[src/rtl/cube_lcd_frame_scanner.sv]
// Frame scanner: snapshots cube state, rasters x/y into the pixel
// renderer and streams registered RGB565 pixels over valid/ready.
//
// Ports:
//   clock, reset          system clock, async active-high reset
//   frame_req             pulse: draw one frame
//   state_update          pulse: new cube state present (also draws)
//   cube_state_in         live cube state, sampled at frame start
//   cube_state            frozen snapshot toward the renderer
//   x, y                  scan coordinates toward the renderer
//   render_pixel          renderer result for current x/y
//   pixel_data/valid/
//   ready/first/last      pixel stream toward the LCD write engine
//   busy                  frame in progress
//   frame_done            pulse after the last pixel transfers
module cube_lcd_frame_scanner #(
  parameter int WIDTH  = 320,
  parameter int HEIGHT = 240,
  parameter int X_W    = 9,
  parameter int Y_W    = 8
) (
  input  logic           clock,
  input  logic           reset,
  input  logic           frame_req,
  input  logic           state_update,
  input  logic [143:0]   cube_state_in,
  output logic [143:0]   cube_state,
  output logic [X_W-1:0] x,
  output logic [Y_W-1:0] y,
  input  logic [15:0]    render_pixel,
  output logic [15:0]    pixel_data,
  output logic           pixel_valid,
  input  logic           pixel_ready,
  output logic           pixel_first,
  output logic           pixel_last,
  output logic           busy,
  output logic           frame_done
);

  typedef enum logic [1:0] {
    IDLE,
    SNAP,
    STREAM,
    DRAIN
  } state_t;

  state_t         state_q, state_d;
  logic           pending_q, pending_d;
  logic [143:0]   cube_q, cube_d;
  logic [X_W-1:0] x_q, x_d;
  logic [Y_W-1:0] y_q, y_d;
  logic           rem_q, rem_d;
  logic [15:0]    data_q, data_d;
  logic           valid_q, valid_d;
  logic           first_q, first_d;
  logic           last_q, last_d;
  logic           done_q, done_d;

  logic req;
  logic x_end;
  logic y_end;
  logic load;

  assign req   = frame_req | state_update;
  assign x_end = (x_q == X_W'(WIDTH - 1));
  assign y_end = (y_q == Y_W'(HEIGHT - 1));
  // Refill the output register when it is empty or being drained.
  assign load  = rem_q & (~valid_q | pixel_ready);

  always_ff @(posedge clock or posedge reset) begin
    if (reset) begin
      state_q   <= IDLE;
      pending_q <= 1'b0;
      cube_q    <= '0;
      x_q       <= '0;
      y_q       <= '0;
      rem_q     <= 1'b0;
      data_q    <= '0;
      valid_q   <= 1'b0;
      first_q   <= 1'b0;
      last_q    <= 1'b0;
      done_q    <= 1'b0;
    end else begin
      state_q   <= state_d;
      pending_q <= pending_d;
      cube_q    <= cube_d;
      x_q       <= x_d;
      y_q       <= y_d;
      rem_q     <= rem_d;
      data_q    <= data_d;
      valid_q   <= valid_d;
      first_q   <= first_d;
      last_q    <= last_d;
      done_q    <= done_d;
    end
  end

  always_comb begin
    state_d   = state_q;
    pending_d = pending_q | req;
    cube_d    = cube_q;
    x_d       = x_q;
    y_d       = y_q;
    rem_d     = rem_q;
    data_d    = data_q;
    valid_d   = valid_q;
    first_d   = first_q;
    last_d    = last_q;
    done_d    = 1'b0;
    unique case (state_q)
      IDLE: begin
        // A fresh request starts the frame directly; pending only
        // survives when a queued request and a new one coincide.
        if (pending_q | req) begin
          state_d   = SNAP;
          pending_d = pending_q & req;
        end
      end
      SNAP: begin
        cube_d  = cube_state_in;
        x_d     = '0;
        y_d     = '0;
        rem_d   = 1'b1;
        state_d = STREAM;
      end
      STREAM: begin
        if (load) begin
          data_d  = render_pixel;
          valid_d = 1'b1;
          first_d = (x_q == '0) & (y_q == '0);
          last_d  = x_end & y_end;
          if (x_end & y_end) begin
            rem_d   = 1'b0;
            state_d = DRAIN;
          end else if (x_end) begin
            x_d = '0;
            y_d = y_q + Y_W'(1);
          end else begin
            x_d = x_q + X_W'(1);
          end
        end else if (pixel_ready) begin
          valid_d = 1'b0;
        end
      end
      DRAIN: begin
        if (valid_q & pixel_ready) begin
          valid_d = 1'b0;
          done_d  = 1'b1;
          state_d = IDLE;
        end
      end
      default: state_d = IDLE;
    endcase
  end

  assign cube_state  = cube_q;
  assign x           = x_q;
  assign y           = y_q;
  assign pixel_data  = data_q;
  assign pixel_valid = valid_q;
  assign pixel_first = first_q;
  assign pixel_last  = last_q;
  assign busy        = (state_q != IDLE);
  assign frame_done  = done_q;

endmodule

[config.mk]
export PLATFORM = sky130hd
export DESIGN_NAME = cube_lcd_frame_scanner
export DESIGN_NICKNAME = d
export VERILOG_FILES = /design/src/rtl/cube_lcd_frame_scanner.sv
export SDC_FILE = /design/constraint.sdc
export NUM_CORES = 1
export LEC_CHECK = 0
export CAP_MARGIN = 20
export CORE_ASPECT_RATIO = 0.9
export CORE_MARGIN = 2
export CORE_UTILIZATION = 42
export DETAILED_ROUTE_END_ITERATION = 6
export PLACE_DENSITY = 0.93
export SLEW_MARGIN = 20
export SYNTH_ARGS = -nofsm -noshare
export SYNTH_HDL_FRONTEND = slang
export SYNTH_SLANG_ARGS = --single-unit
[constraint.sdc]
create_clock -name clock -period 6.9 [get_ports clock]
set_input_delay 1.38 -clock clock [delete_from_list [all_inputs] [get_ports clock]]
set_output_delay 1.38 -clock clock [all_outputs]
set_load 0.01 [all_outputs]
== After elaboration in Yosys (flattened, before gate mapping) ==
Cells that the tools add are included.

* Flip-flop bits (word level): 185
* Word-level logic and storage cells: 70

* $add $sub $neg: 2
* Equality and inequality tests: 12
* Mux-type cells: 24
* Bitwise logic cells: 9
* Reductions and logical operators: 12

{| class="wikitable"
|+ Operators with widths
! operator !! count
|-
| $mux W9 || 3
|-
| $mux W8 || 3
|-
| $pmux W9 S2 || 1
|-
| $pmux W8 S2 || 1
|-
| $ne A2 B2 Y1 const B || 6
|-
| $add A9 B1 Y9 const B || 1
|-
| $eq A9 B9 Y1 const B || 1
|-
| $logic_not A9 Y1 || 1
|-
| $mux W1 || 9
|-
| $reduce_and A3 Y1 || 3
|-
| $add A8 B1 Y8 const B || 1
|-
| $eq A8 B8 Y1 const B || 1
|-
| $logic_not A8 Y1 || 1
|-
| $mux W2 || 4
|-
| $pmux W2 S4 || 1
|-
| $reduce_and A4 Y1 || 2
|-
| $reduce_bool A2 Y1 || 3
|-
| $and A1 B1 Y1 || 5
|-
| $eq A2 B2 Y1 const B || 2
|-
| $pmux W1 S2 || 2
|-
| $ne A3 B3 Y1 const B || 1
|-
| $or A1 B1 Y1 || 3
|-
| $eq A2 B1 Y1 const B || 1
|-
| $logic_not A2 Y1 || 1
|-
| other kinds (2) || 2
|}

== Logic depth before layout (Yosys ltp) ==
* Depth after elaboration: 5
* Depth in mapped cells: 8

== Worst setup path after synthesis ==
Ideal clock, no wire load.

* Kind: input-to-reg
* Start: in pixel_ready
* End: reg y_q[5], in the netlist y[5]
* Library setup time: 87 ps
* Arrival: 2416 ps
* Setup slack: 4397 ps
* Cell stages on the path: 4
* Cells stage by stage: nor2b_1 -> or3_4 -> or4b_1 -> o211ai_1

* Cells in the longest elaborated chain, start to end: 4

{| class="wikitable"
|+ RTL lines
! item !! line !! text
|-
| start, declared || 33 || <nowiki>input logic pixel_ready,</nowiki>
|-
| $or A1 B1 Y1 || 68 || <nowiki>assign load = rem_q & (~valid_q | pixel_ready);</nowiki>
|-
| $and A1 B1 Y1 || 68 ||
|-
| $ne A2 B2 Y1 (no line) || -- ||
|-
| $reduce_and A4 Y1 (no line) || -- ||
|-
| end signal, assigned || 88 || <nowiki>y_q <= y_d;</nowiki>
|-
| end, declared || 51 || <nowiki>logic [Y_W-1:0] y_q, y_d;</nowiki>
|}

No other way between the ends.
A chain may end at the register's enable or synchronous reset.

== Worst setup path in the final report ==
* Start: reg state_q[0]
* End: out busy

* Cells in the longest elaborated chain, start to end: 1

{| class="wikitable"
|+ RTL lines
! item !! line !! text
|-
| start, declared || 47 || <nowiki>state_t state_q, state_d;</nowiki>
|-
| start signal, assigned || 84 || <nowiki>state_q <= state_d;</nowiki>
|-
| $reduce_bool A2 Y1 || 163 || <nowiki>assign busy = (state_q != IDLE);</nowiki>
|-
| end, declared || 36 || <nowiki>output logic busy,</nowiki>
|}

No other way between the ends.

==> results.py <==
metrics = {
    "sta": {
        "max_freq_ghz": 0.312,
        "slew_headroom_pct": 31.2,
        "finalCriticalPeriod_ps": 3200,
        "rsz0062_at_grt": "false",
        "finalClockSkew_ps": 7.30,
        "finalSetupViolCount": 0,
        "hold_viol": 0,
        "slew_viol_final": 0,
        "finalSetupTns_ps": 0,
        "worst_pin_slew_ps": 1030,
        "setup_slack_ps": 3700,
        "fin_crit_sh_pct": 46.4,
    },
    "synthesis": {
        "synth-xor-area-share_pct": 0,
        "synth_simple_gate_area_share_pct": 8.03,
        "synth_area_sq_um": 7510,
        "ys_warn_count": 0,
        "postSynthAreaPerCell_sq_um": 13.7,
        "synth_cell_types": 51,
        "synth_compound_area_share_pct": 4.00,
        "synth.most_common_cell": "dfrtp_1",
        "synth_fa_ha_area_share_pct": 1.33,
        "yosys.area.top_type_share_pct": 61.7,
        "async_flop_share_pct": 100,
        "synth_top_family_by_area": "multiplexers",
        "muxShareOfSynthArea_pct": 22.3,
        "syn_inst": 546,
        "synth_top_area_cell": "dfrtp_1",
        "syn-num-nets": 719,
        "synthTopCellsByCount": "185 x dfrtp_1, 144 x mux2_2, 69 x nand2_1, 12 x inv_1, 11 x buf_2",
        "synth_top_flop_cell": "dfrtp_1",
        "yosysSeqAreaShare_pct": 61.7,
        "synthTopCellsByArea": "dfrtp_1 62%, mux2_2 22%, nand2_1 3.5%, ha_1 1.3%, buf_2 0.73%",
        "synth_edf_count": 0,
        "synth-seq-cells": 185,
    },
    "die": {
        "die_h_um": 131,
        "io_pins": 347,
        "start_util_pct": 42.8,
        "coreArea_sq_um": 17600,
        "rows": 46,
        "die_w_um": 145,
        "dieArea_sq_um": 19000,
    },
    "pwr": {
        "power_density_nw_per_um2": 475,
        "combPwrFrac_pct": 46.6,
        "peakVddDrop_mv": 0.281,
        "seqPwrFrac_pct": 34.7,
        "clock_power_share_pct": 18.7,
        "switchingPower_mw": 1.84,
        "switching_share_pct": 32.8,
        "internal-power_mw": 3.77,
        "p_total_mw": 5.60,
        "leakagePower_nw": 4.91,
    },
    "global_route": {
        "grt_pass1_wl_um": 33200,
        "grt_pass1_vias": 6019,
        "grt_overflow": 0,
        "antenna_found_initial": 0,
        "grt_start_max_net_pins": 83,
        "grt_usage_pct": 22.6,
    },
    "clocking": {
        "insertion_delay_ps": 420,
        "clock-sinks": 185,
        "clkSlewWorstSetupHoldPaths_ps": 70,
        "cts_hold_buffers": 0,
        "htree_levels": 4,
        "cts.repair.resized": 0,
        "cts-root-buf": "clkbuf_16",
        "postCtsSetupRepairBufs": 0,
        "clockBufferDepth": 2,
        "cts_tree": "yes",
        "numCtsBuffers": 17,
    },
    "min_path": {
        "hp-start": "pixel_data[2]",
        "worstHoldEndpoint": "pixel_data[2]",
        "hold_path.class": "reg2reg",
        "hold_depth": 2,
    },
    "setup_path": {
        "r2r_start": "state_q[1]",
        "crit_type": "reg2out",
        "crit_fanout": 4,
        "start_kind": "flop",
        "critPathRequiredTime_ps": 5520,
        "crit_start": "state_q[0]",
        "reg2reg_depth": 4,
        "critPathCaptureType": "primary output",
        "r2r_setup_slack_ps": 4010,
        "rr_endpoint": "cube_state[67]",
        "cp.arrival_ps": 1820,
    },
    "place": {
        "gp_congestion": 0.870,
        "port_buffers": 346,
        "dp_slack_ps": 3660,
        "hpwl_um": 16500,
        "place_area_sq_um": 11200,
    },
    "finish": {
        "drive_gt1_share_pct": 21.4,
        "fin_area_sq_um": 11800,
        "fin_nets": 1060,
        "area_growth_pct": 57.2,
        "nFillCells": 1225,
    },
    "outcome": {
        "status": "completed",
    },
    "detailed_routing": {
        "drc": 0,
        "vias_per_cell": 5.04,
        "wl_um": 22200,
        "drt_iter0_drc": 236,
        "antenna_left": 0,
        "wl_per_cell_um": 19.5,
        "via_count": 5744,
        "drt_pass1_iterations": 4,
    },
    "run": {
        "cap_viol_max_count": 0,
    },
}
sequential cells by signal, summed over array words and instances, names as in the netlist:
signal / flops
cube_state: 144
pixel_data: 16
pixel_first: 1
rem_q: 1
state_q: 2
y: 8
x: 9
pending_q: 1
frame_done: 1
pixel_last: 1
pixel_valid: 1
per-layer routing:
metal	GRT usage (%)	vias to the layer above	part of all wire [%]
met2	40.7	264	52
met4	9.09	0	3.1
met5	0	-	0
met3	7.08	42	7.6
met1	25.3	2824	37
li1	-	2614	-
layout by cell type, fill, tap and decap left out, types with 5 or more instances in the layout:
master and n:
nand3_1 8, ha_1 7, nand2_1 69, inv_1 11
dfrtp_1 185, clkbuf_16 17, a31oi_1 8, mux2_2 144
o211ai_1 5, nor4_1 5, a21oi_1 7, mux2i_1 5
o21ai_0 7, nand4_1 7, clkdlybuf4s50_1 346, and3_1 6
cell type report:
type	count	area [sq um]	share of cell area, %
Sequential cell	185	4630	39.2
Timing Repair Buffer	350	3500	29.6
Multi-Input combinational cell	321	2690	22.8
Clock buffer	19	453	3.84
Tap cell	240	300	2.54
Clock inverter	12	183	1.55
Inverter	12	50.0	0.424
Antenna cell	1	2.50	0.0212
worst max path at each step:
stage | to | slack [ps] | cells after the start
2_1_floorplan | cube_state[0] | 490 | 1
3_3_place_gp | cube_state[4] | 3680 | 3
3_5_place_dp | cube_state[4] | 3660 | 3
4_1_cts | busy | 3670 | 4
5_1_grt | busy | 3610 | 4
6_report | busy | 3700 | 4
power groups by stage:
stage               Clock, mW  Combinational [mW]  Sequential [mW]
finish                   1.05                2.61             1.95
CTS                      1.07                2.64             1.95
global placement            0                2.54             1.91
detailed placement          0                2.62             1.96
global route             1.11                2.77             2.01
floorplan                   0                1.01             2.14
per-stage QoR:
step / util (%) / cells / hold WS, ps
after floorplan: - / 546 / 498
after global placement: 63.6 / 1108 / 457
after detailed placement: 63.6 / 1108 / 465
after CTS: 67.2 / 1139 / 481
after global routing: 67.2 / 1139 / 512
final: 67.2 / 1140 / 480
cell families after synthesis:
group / count (synthesis)
DFF: 185
muxes: 149
and+or+nand+nor: 121
AOI/OAI and AO/OA: 43
buffers and inverters: 40
adders and majority gates: 8
worst max-delay path, cell delays in order (launching register included):
cell and delay, ps:
dfrtp_1 440, inv_1 110, ha_1 260, inv_1 70
clkdlybuf4s50_1 530
Power figures use the tool's default switching activity.
==> variant, RTL diff (config.mk and constraints unchanged) <==
Change the parameter `Y_W` from 8 to 10.
--- a/src/rtl/cube_lcd_frame_scanner.sv
+++ b/src/rtl/cube_lcd_frame_scanner.sv
@@ -19,3 +19,3 @@
   parameter int X_W    = 9,
-  parameter int Y_W    = 8
+  parameter int Y_W    = 10
 ) (
Interface: changed (resized y); port bits go from 347 to 349. No check against the original RTL was run, so the function may have changed too.
==> variant against the original RTL <==
- wire length is 0.74% lower
- sequential cell count increased by 2
- worst setup slack got worse by 560 ps
- die area rose by 0.28%
- synthesized area up 0.28%
- clock power shrank 4%
- power shrank 1.2%
- design area rose by 0.87%
- count of clock-buffer cells in the layout decreased by 1
- sequential share of layout area increased by 0.082 points
- largest cell class unchanged
- highest routed layer unchanged
==> variant: results (changes against the original RTL) <==
Logic synthesis
  – Sequential element share of the synthesized area: 62.2% (+0.49 points)
  – Mean Syn Cell Area: 13.6 µm² (-1.2%)
  – Post-synthesis compound-gate area fraction: 4.14% (+0.14 points)
  – Synth cell types: 46 (-9.8%)
  – Synth top cells by count: 187 x dfrtp_1, 145 x mux2_2, 68 x nand2_1
  – FFs w/ async S/R, synth: 100% (unchanged)
  – Post-Synth Adder-Cell Area: 1.33% (-0.0038 points)
  – Synth area leaders: dfrtp_1 62%, mux2_2 22%, nand2_1 3.4%
  – Synthesized Nets: 727 (+1.1%)

Min path
  – Endpoint, Worst Hold: pixel_data[6]
  – HP Class: flip-flop to flip-flop
  – Hold wc startpoint: pixel_data[6]

Placement
  – Placer Congestion: 0.842 (-3.1%)
  – IO buf count: 348 (+0.58%)
  – Placed cell areas: 0.0113 mm² (+0.87%)

GRT
  – All-Layer GR Usage: 22.6% (+0.044 points)
  – Largest net degree at the start of global routing: 130 (+57%)
  – Vias in the first global route: 6,205 (+3.1%)
  – First-pass GRT wire length: 33.7 mm (+1.3%)

Routing
  – DRC violation total after the first TritonRoute iteration: 261 (+11%)
  – Drt via density: 5.07 (+0.66%)
  – Final wirelength: 22.0 mm (-0.74%)
  – Routed WL per cell: 19.1 µm (-1.9%)
  – Pre-antenna DRT Iters: 5 (+1)

Finish
  – Filler cell count: 1,254 (+2.4%)
  – Share of layout cells above drive strength 1: 20.6% (-0.77 points)
  – Fin nets: 1,073 (+1.2%)

Worst setup path
  – FF-to-FF setup slack: 3500 ps (-510 ps)
  – CP arrival: 4080 ps (+2260 ps)
  – Critical path peak fanout: 23 (+19)
  – Reg2Reg Launch Point: state_q[0]
  – Reg2Reg Depth: 6 (+2)
  – Crit Reg-Reg Endpoint: x[7]
  – Critical path's slowest cell: nor3_1
  – CP peak stage delay: 930 ps (+400 ps)

Pwr
  – Leakage: 4.94 nW (+0.76%)
  – Maximum vdd drop: 392 µV (+39%)

Timing
  – Least-Margin Pin Slew: 893 ps (-140 ps)
  – Worst Skew: 16.3 ps (+9.05 ps)
  – Hold WS: 475 ps (-4.27 ps)

Status
  – Status: finished, final reports clean
## variant: layout make-up
cell class,count,area [µm²],share of cell area [%]
inverters,14,60.1,0.504
repair buffers,352,3530,29.7
well taps,240,300,2.52
flip-flops and latches,187,4680,39.3
clock buffers,18,439,3.69
clock inverters,14,178,1.49
diodes,1,2.50,0.0210
multi-input cells,328,2710,22.8
## variant: layer usage
layer  share of wire [%]  track usage, %  vias up
met3                 9.1            9.03       39
met1                  35            24.8     2898
met4                 2.5            7.90        0
met5                   0               0        -
met2                  53            40.6      271
li1                    -               -     2645
## variant: worst max-delay path, delay by kind of cell
kind                   cells  cell delay [ps]
buffers and inverters      1              530
and+or+nand+nor            3             1750
AOI/OAI and AO/OA          2              410
## variant: stage by stage
stage          power, mW  util, %  setup slack (ps)
6_report            5.54     67.6              3140
5_1_grt             5.84     67.6              2880
4_1_cts             5.56     67.4              3220
3_5_place_dp        4.52     63.9              2780
3_3_place_gp        4.41     63.9              2960
2_1_floorplan       3.10        -               435
## variant: logic make-up after synthesis
group / count (synthesis)
DFF: 187
muxes: 146
and+or+nand+nor: 131
AOI/OAI and AO/OA: 41
buffers and inverters: 39
adders and majority gates: 8
xor gates and xnor gates: 2
## variant: worst max-delay path by stage
| stage | end | start | slack [ps] |
|---|---|---|---|
| floorplan | cube_state[0] | reset | 430 |
| global placement | x[7] | pixel_ready | 2960 |
| detailed placement | x[7] | pixel_ready | 2780 |
| CTS | x[7] | pixel_ready | 3220 |
| global route | x[7] | pixel_ready | 2880 |
| finish | x[7] | pixel_ready | 3140 |
## variant: power breakdown
group	total (mW)	internal [mW]	switching, mW
Combinational	2.60	1.54	1.06
Clock	1.01	0.560	0.452
Sequential	1.92	1.62	0.304
